File: config.mk
export PLATFORM = sky130hd
export DESIGN_NAME = multu_seq
export DESIGN_NICKNAME = d
export VERILOG_FILES = /design/src/rtl/multu_seq.sv
export SDC_FILE = /design/constraint.sdc
export NUM_CORES = 1
export LEC_CHECK = 0
export ABC_AREA = 1
export CAP_MARGIN = 10
export CORE_ASPECT_RATIO = 1.4
export CORE_MARGIN = 5
export CORE_UTILIZATION = 55
export CTS_BUF_LIST = sky130_fd_sc_hd__clkbuf_16
export CTS_CLUSTER_DIAMETER = 50
export DETAILED_ROUTE_END_ITERATION = 8
export DONT_BUFFER_PORTS = 1
export GPL_TIMING_DRIVEN = 0
export PLACE_DENSITY = 0.74
export RECOVER_POWER = 25
export SETUP_SLACK_MARGIN = 0.3
export SYNTH_ARGS = -nofsm -noshare
export SYNTH_HDL_FRONTEND = slang
export SYNTH_SLANG_ARGS = --single-unit
File: constraint.sdc
create_clock -name clk -period 3.2 [get_ports clk]
set_input_delay 0.64 -clock clk [delete_from_list [all_inputs] [get_ports clk]]
set_output_delay 0.64 -clock clk [all_outputs]
set_load 0.02 [all_outputs]
File: src/rtl/multu_seq.sv
// rtl/multu_seq.sv - iterative shift-add multiplier retiring UNROLL multiplier bits per cycle
// Optional signed mode: define MULT_SIGNED_EN to add the is_signed port and magnitude/negate logic.
module multu_seq #(
  parameter int WIDTH  = 32,
  parameter int UNROLL = 1
) (
  input  logic             clk,
  input  logic             reset,
  input  logic             start,
  input  logic [WIDTH-1:0] a,
  input  logic [WIDTH-1:0] b,
`ifdef MULT_SIGNED_EN
  input  logic             is_signed,
`endif
  output logic             busy,
  output logic             done,
  output logic [WIDTH-1:0] high,
  output logic [WIDTH-1:0] low
);

  localparam int N  = WIDTH / UNROLL;
  localparam int CW = (N > 1) ? $clog2(N) : 1;
  localparam logic [CW-1:0] LAST = CW'(N - 1);

  typedef enum logic [1:0] {S_IDLE, S_RUN, S_DONE} state_t;

  state_t             state;
  state_t             state_next;
  logic [2*WIDTH-1:0] mcand;
  logic [2*WIDTH-1:0] acc;
  logic [2*WIDTH-1:0] partial;
  logic [2*WIDTH-1:0] acc_next;
  logic [2*WIDTH-1:0] result;
  logic [WIDTH-1:0]   mplier;
  logic [WIDTH-1:0]   a_mag;
  logic [WIDTH-1:0]   b_mag;
  logic [CW-1:0]      count;
  logic               accept;
  logic               last;

`ifdef MULT_SIGNED_EN
  logic neg;
  logic neg_in;

  // Operand magnitudes and result sign; 2^(WIDTH-1) maps onto itself as an unsigned magnitude
  always_comb begin
    a_mag  = (is_signed && a[WIDTH-1]) ? (~a + {{(WIDTH-1){1'b0}}, 1'b1}) : a;
    b_mag  = (is_signed && b[WIDTH-1]) ? (~b + {{(WIDTH-1){1'b0}}, 1'b1}) : b;
    neg_in = is_signed && (a[WIDTH-1] ^ b[WIDTH-1]);
    result = neg ? (~acc_next + {{(2*WIDTH-1){1'b0}}, 1'b1}) : acc_next;
  end
`else
  assign a_mag  = a;
  assign b_mag  = b;
  assign result = acc_next;
`endif

  // Partial product of the next UNROLL multiplier bits; mcand is pre-shifted to the current weight
  always_comb begin
    partial = '0;
    for (int i = 0; i < UNROLL; i++) begin
      if (mplier[i]) partial = partial + (mcand << i);
    end
    acc_next = acc + partial;
  end

  // State register
  always_ff @(posedge clk or negedge reset) begin
    if (!reset) state <= S_IDLE;
    else        state <= state_next;
  end

  // Next state, handshake outputs and datapath strobes
  always_comb begin
    state_next = state;
    busy       = 1'b0;
    done       = 1'b0;
    accept     = 1'b0;
    last       = 1'b0;
    case (state)
      S_IDLE: begin
        if (start) begin
          accept     = 1'b1;
          state_next = S_RUN;
        end
      end
      S_RUN: begin
        busy = 1'b1;
        if (count == LAST) begin
          last       = 1'b1;
          state_next = S_DONE;
        end
      end
      S_DONE: begin
        done = 1'b1;
        if (start) begin
          accept     = 1'b1;
          state_next = S_RUN;
        end else begin
          state_next = S_IDLE;
        end
      end
      default: state_next = S_IDLE;
    endcase
  end

  // Operand latch, shift-add iteration and result load on the final iteration
  always_ff @(posedge clk or negedge reset) begin
    if (!reset) begin
      mcand  <= '0;
      mplier <= '0;
      acc    <= '0;
      count  <= '0;
      high   <= '0;
      low    <= '0;
`ifdef MULT_SIGNED_EN
      neg    <= 1'b0;
`endif
    end else if (accept) begin
      mcand  <= {{WIDTH{1'b0}}, a_mag};
      mplier <= b_mag;
      acc    <= '0;
      count  <= '0;
`ifdef MULT_SIGNED_EN
      neg    <= neg_in;
`endif
    end else if (busy) begin
      acc    <= acc_next;
      mcand  <= mcand << UNROLL;
      mplier <= mplier >> UNROLL;
      count  <= count + CW'(1);
      if (last) begin
        high <= result[2*WIDTH-1:WIDTH];
        low  <= result[WIDTH-1:0];
      end
    end
  end

endmodule

# Word level (Yosys, flattened, before mapping)
# Index checks and enable logic that the tools add are counted.
dict set report classes {
  add_sub_neg 2
  n_eq_ne 5
  muxes 19
  bitwise 1
  reduce_logical 5
}
# op count
set op_table {}
lappend op_table {{two-way mux 64 bit} 5}
lappend op_table {{adder 64 bit} 1}
lappend op_table {{two-way mux 32 bit} 2}
lappend op_table {{two-way mux 5 bit} 2}
lappend op_table {{two-way mux 1 bit} 7}
lappend op_table {{case mux 2 bit (3 select lines)} 1}
lappend op_table {{adder 5 x 1 -> 5 bit, second input constant} 1}
lappend op_table {{equality test 5 bit, second input constant} 1}
lappend op_table {{two-way mux 2 bit} 2}
lappend op_table {{inequality test 2 bit, second input constant} 2}
lappend op_table {{AND reduction 3 bit} 1}
lappend op_table {{equality test 2 x 1 -> 1 bit, second input constant} 1}
lappend op_table {{equality test 2 bit, second input constant} 1}
lappend op_table {{logical NOT 2 bit} 1}
lappend op_table {{AND reduction 2 bit} 1}
lappend op_table {{nonzero test 2 bit} 1}
lappend op_table {{OR reduction 2 bit} 1}
lappend op_table {{NOT 1 bit} 1}
dict set report totals {
  regBits 231
  input_bits 67
  out_inout_bits 66
  elab_cells 39
}

# Logic depth before layout (Yosys ltp)
dict set report logic_depth {
  depth_word 5
  mapped_depth 20
  depth_no_buf 18
}

# Worst setup path before layout
# No wires, ideal clock.
dict set report synth_timing {
  path_type {reg-to-reg}
  start {reg mplier[0]}
  end {reg acc[20]}
  setup_time_ns 0.117
  t_arrival_ns 2.375
  required_time_ns 3.083
  setup_slack_ns 0.708
  path_stages_with_launch 16
  n_path_buf 2
  period_less_slack_ns 2.492
  path_cell_list {dfrtp_1 > clkbuf_1 > clkbuf_1 > nand2_1 > inv_1 > ha_1 > fa_1 > nand3_1 > nand3_2 > nand3_1 > nand3b_4 > nand2_1 > nand2_1 > or2_2 > nand3_1 > nand2_1}
}
dict set report synth_via {
  elab_chain_len 4
}
# item line
set synth_lines {}
lappend synth_lines {{start: declaration} 34} ;# logic [WIDTH-1:0] mplier;
lappend synth_lines {{start signal: assignment} 121} ;# mplier <= b_mag;
lappend synth_lines {{start signal: assignment} 130} ;# mplier <= mplier >> UNROLL;
lappend synth_lines {{two-way mux 64 bit} 62} ;# if (mplier[i]) partial = partial + (mcand << i);
lappend synth_lines {{adder 64 bit} 64} ;# acc_next = acc + partial;
lappend synth_lines {{two-way mux 64 bit} 127} ;# end else if (busy) begin
lappend synth_lines {{two-way mux 64 bit} 119} ;# end else if (accept) begin
lappend synth_lines {{end signal: assignment} 128} ;# acc <= acc_next;
lappend synth_lines {{end: declaration} 30} ;# logic [2*WIDTH-1:0] acc;
# No other way between the ends. The select of a mux whose other input is x is not followed.
# A chain may end at the register's enable or synchronous reset.

# Final worst setup path
dict set report layout_timing {
  start {reg mplier[0]}
  end {reg high[13]}
}
dict set report layout_via {
  elab_chain_len 2
}
# item line
set layout_lines {}
lappend layout_lines {{two-way mux 64 bit} 62}
lappend layout_lines {{adder 64 bit} 64}
lappend layout_lines {{end signal: assignment} 133} ;# high <= result[2*WIDTH-1:WIDTH];
lappend layout_lines {{end: declaration} 17} ;# output logic [WIDTH-1:0] high,
# No other way between the ends.

==> impl_metrics.ini <==
[outcome]
status = finished, violations left
violations = negative hold slack

[logic_synthesis]
synth.mux.area_fraction = 0
synth_compound_area_frac = 0.0853
ys_ff_latch = 231
synth_simple_gate_area_frac = 0.328
synth_cells = 2301
seq_area_frac_synth = 0.378
synth_nets = 2434
syn_avg_cell_area_um2 = 6.64
synth-adder-area-share = 0.0545
syn_area_mm2 = 0.0153
synth_cell_types = 37
synth_top_family_by_area = simple AND/OR/NAND/NOR gates
post_synth_xor_area_fraction = 0.0149
yosys_warnings = 0

[global_routing]
gr-usage-all-layers = 0.311
antenna_found_initial = 1
grt_pass1_wl_um = 74900
grt_util_met3 = 0.0387
grt_max_degree = 232
grt_pass1_vias = 14100
use_met2 = 0.556
grt_overflow = 0
globalRouteMet1Util = 0.337
grt.busiest_layer = met2

[placement]
placed_cell_area_mm2 = 0.0157
hpwl_um = 38800
io_buffer_count = 0
globalplace.congestion = 1.01

[route]
ant_nets = 0
avgViaCountPerCell = 5.17
routedWlPerCell_um = 17.7
remaining_drc_errors = 0
dr.pass1.iters = 5
drtIter0Drc = 806
routed_wirelength_um = 48200
vias = 14000

[sta]
maxSlewHeadroom = 0.423
finalSetupViolCount = 0
rsz0062_at_grt = true
min_period_over_period = 0.884
whs_ps = -233
fmax_mhz = 354
period_minus_slack_ps = 2830
hold_viol_final = 231
slew_violations = 0
final.setup_skew_ps = 21.3
tightest_slew_ps = 864

[pwr]
p_per_area_mw_per_mm2 = 1060
leakagePower_uw = 0.00963
vdd_drop_max_uv = 646

[critical_path]
critPathLaunchType = flop
crit_top_cell = nand2_1
crit_arrival_ps = 3270
crit_type = flop to flop
crit_path_cell_trace = clkbuf_8, clkbuf_4, nand2_1, inv_1, ha_2, nand2_1, nor2_1, inv_1, nor3_1, nand2_1, nand2_2, nand2_1, nand2_1, nand2_1, nand3_1, nand2_1
worst-path-buf-inv = 4
worst_setup_path_end_kind = flop
r2r_cells = 16
crit_family = simple AND/OR/NAND/NOR gates
crit_required_ps = 3640
critical_path_depth = 16
cp_max_fo = 10
slowest_stage = ha_2
slowest_delay_ps = 410

[clock_tree]
htree_num_levels = 1
clkLatencyLatePin_ps = 560
clkTransAtPathRegs_ps = 60
clock-sinks = 231
root_buffer = clkbuf_16
cts_tree = built
cts_made_buffers = 25
clockBufferDepth = 3

[floorplanning]
rows = 72
start_util = 0.554
ios = 133
die_w_um = 151
core_area_mm2 = 0.0276
dieArea_mm2 = 0.0313
die_height_um = 207

[cells_and_area]
register_area_mm2 = 0.00578
utilization = 0.614
layout-drive-gt1-share = 0.0954
diodes = 0
area_growth_pct = 10.8
nFillCells = 2696
final_nets = 2464
multi_input_area_mm2 = 0.00774
finalInstanceArea_mm2 = 0.0169

[job]
max-cap-violations = 0

[min_path]
min-delay-path-class = input port to asynchronous set/reset pin
## placed cells by master, fill, tap and decap left out, types with 8 or more instances in the layout
master,Yosys,routed
buf_2,19,20
o21ai_1,14,14
clkbuf_1,35,31
xnor2_1,23,18
clkbuf_16,0,25
nand3b_1,10,10
o22ai_1,32,32
nand2_2,25,47
nand2_1,933,909
nor2_1,83,66
dfrtp_1,231,231
a21oi_2,0,13
ha_1,65,55
nor2_2,21,34
nor3_1,11,11
inv_1,484,486
inv_2,10,12
o221ai_1,59,59
a21oi_1,43,29
nand3_2,4,8
nand3_1,112,105
o21ai_0,47,47
## layer usage
layer	vias to the layer above	share of wire
met5	-	0.00027
met4	2	0.072
met2	356	0.52
li1	7079	-
met1	6467	0.36
met3	139	0.044
## final cells by class
type,count,area share
plain buffers,61,0.0170
clock buffers,25,0.0369
clock inverters,19,0.00879
inverters,496,0.110
multi-input cells,1513,0.457
flip-flops and latches,231,0.341
well taps,370,0.0273
repair buffers,3,0.00133
## stage by stage
| step | total power (µW) | hold WS, ps | setup TNS [ps] | setup slack (ps) | std cells |
|---|---|---|---|---|---|
| 3_3_place_gp | 14400 | 351 | -12160 | -345 | 2671 |
| 2_1_floorplan | 11900 | 344 | 0 | 708 | 2301 |
| 3_5_place_dp | 14600 | 351 | -13850 | -386 | 2671 |
| 6_report | 18000 | -233 | 0 | 372 | 2718 |
| 4_1_cts | 17600 | -248 | 0 | 285 | 2716 |
| 5_1_grt | 19500 | -248 | 0 | 222 | 2718 |
## final timing paths
kind	slack (ps)	startpoint	endpoint
worst max-delay path	370	mplier[0]	high[13]
worst min-delay path	-230	reset	mcand[8]
worst max register to register	370	mplier[0]	high[13]
worst min register to register	490	acc[54]	acc[54]
max in group asynchronous	3070	reset	high[12]
min in group clk	200	a[7]	mcand[7]
## power breakdown
group / leakage (µW) / internal [µW] / switching, µW
Combinational: 0.00644 / 3330 / 6680
Clock: 0.000399 / 1530 / 1270
Sequential: 0.00279 / 4190 / 1020
## what timing repair did
action / 4_1_cts / 5_1_grt
pin swaps: 1 / 3
resized for setup: 19 / 88
setup buffers: 1 / 2
hold endpoints to repair: 231 / 231
setup endpoints to repair: 110 / 77
## synth_stat cells
| master | number | area (µm²) |
|---|---|---|
| o21bai_1 | 3 | 22.5 |
| xor2_1 | 3 | 26.3 |
| nand3b_1 | 10 | 75.1 |
| a22o_1 | 2 | 17.5 |
| inv_1 | 484 | 1820 |
| clkinv_1 | 1 | 3.75 |
| inv_2 | 10 | 37.5 |
| xnor2_1 | 23 | 201 |
| a21boi_2 | 1 | 11.3 |
| or2_1 | 1 | 6.26 |
| nor3_1 | 11 | 55.1 |
| buf_2 | 19 | 95.1 |
| nand3_2 | 4 | 40.0 |
| nand3b_4 | 2 | 40.0 |
| a21oi_1 | 43 | 215 |
| nor4_2 | 2 | 25.0 |
| o221ai_1 | 59 | 517 |
| ha_1 | 65 | 813 |
| nor2_2 | 21 | 131 |
| and2_1 | 2 | 12.5 |
| fa_1 | 1 | 20.0 |
| nand4_1 | 3 | 18.8 |
| nand2_2 | 25 | 156 |
| or2_2 | 4 | 25.0 |
| buf_1 | 5 | 18.8 |
| o21ai_0 | 47 | 235 |
| nor3_2 | 5 | 50.1 |
| nor2_1 | 83 | 312 |
| buf_4 | 2 | 15.0 |
| dfrtp_1 | 231 | 5780 |
| nand2_1 | 933 | 3500 |
| o211ai_1 | 2 | 15.0 |
| nand3_1 | 112 | 561 |
| clkinv_2 | 1 | 5.00 |
| o21ai_1 | 14 | 70.1 |
| o22ai_1 | 32 | 200 |
| clkbuf_1 | 35 | 131 |
## cells by family after synthesis
group,after synthesis
AOI/OAI and AO/OA,203
buffers and inverters,557
and+or+nand+nor,1218
adders and majority gates,66
xor gates and xnor gates,26
DFF,231
## state kept, by name, summed over array words and instances (netlist names)
name and count:
high 32, mcand 64, acc 64, low 32, mplier 32, count 5, state 2
Power figures use the tool's default switching activity.
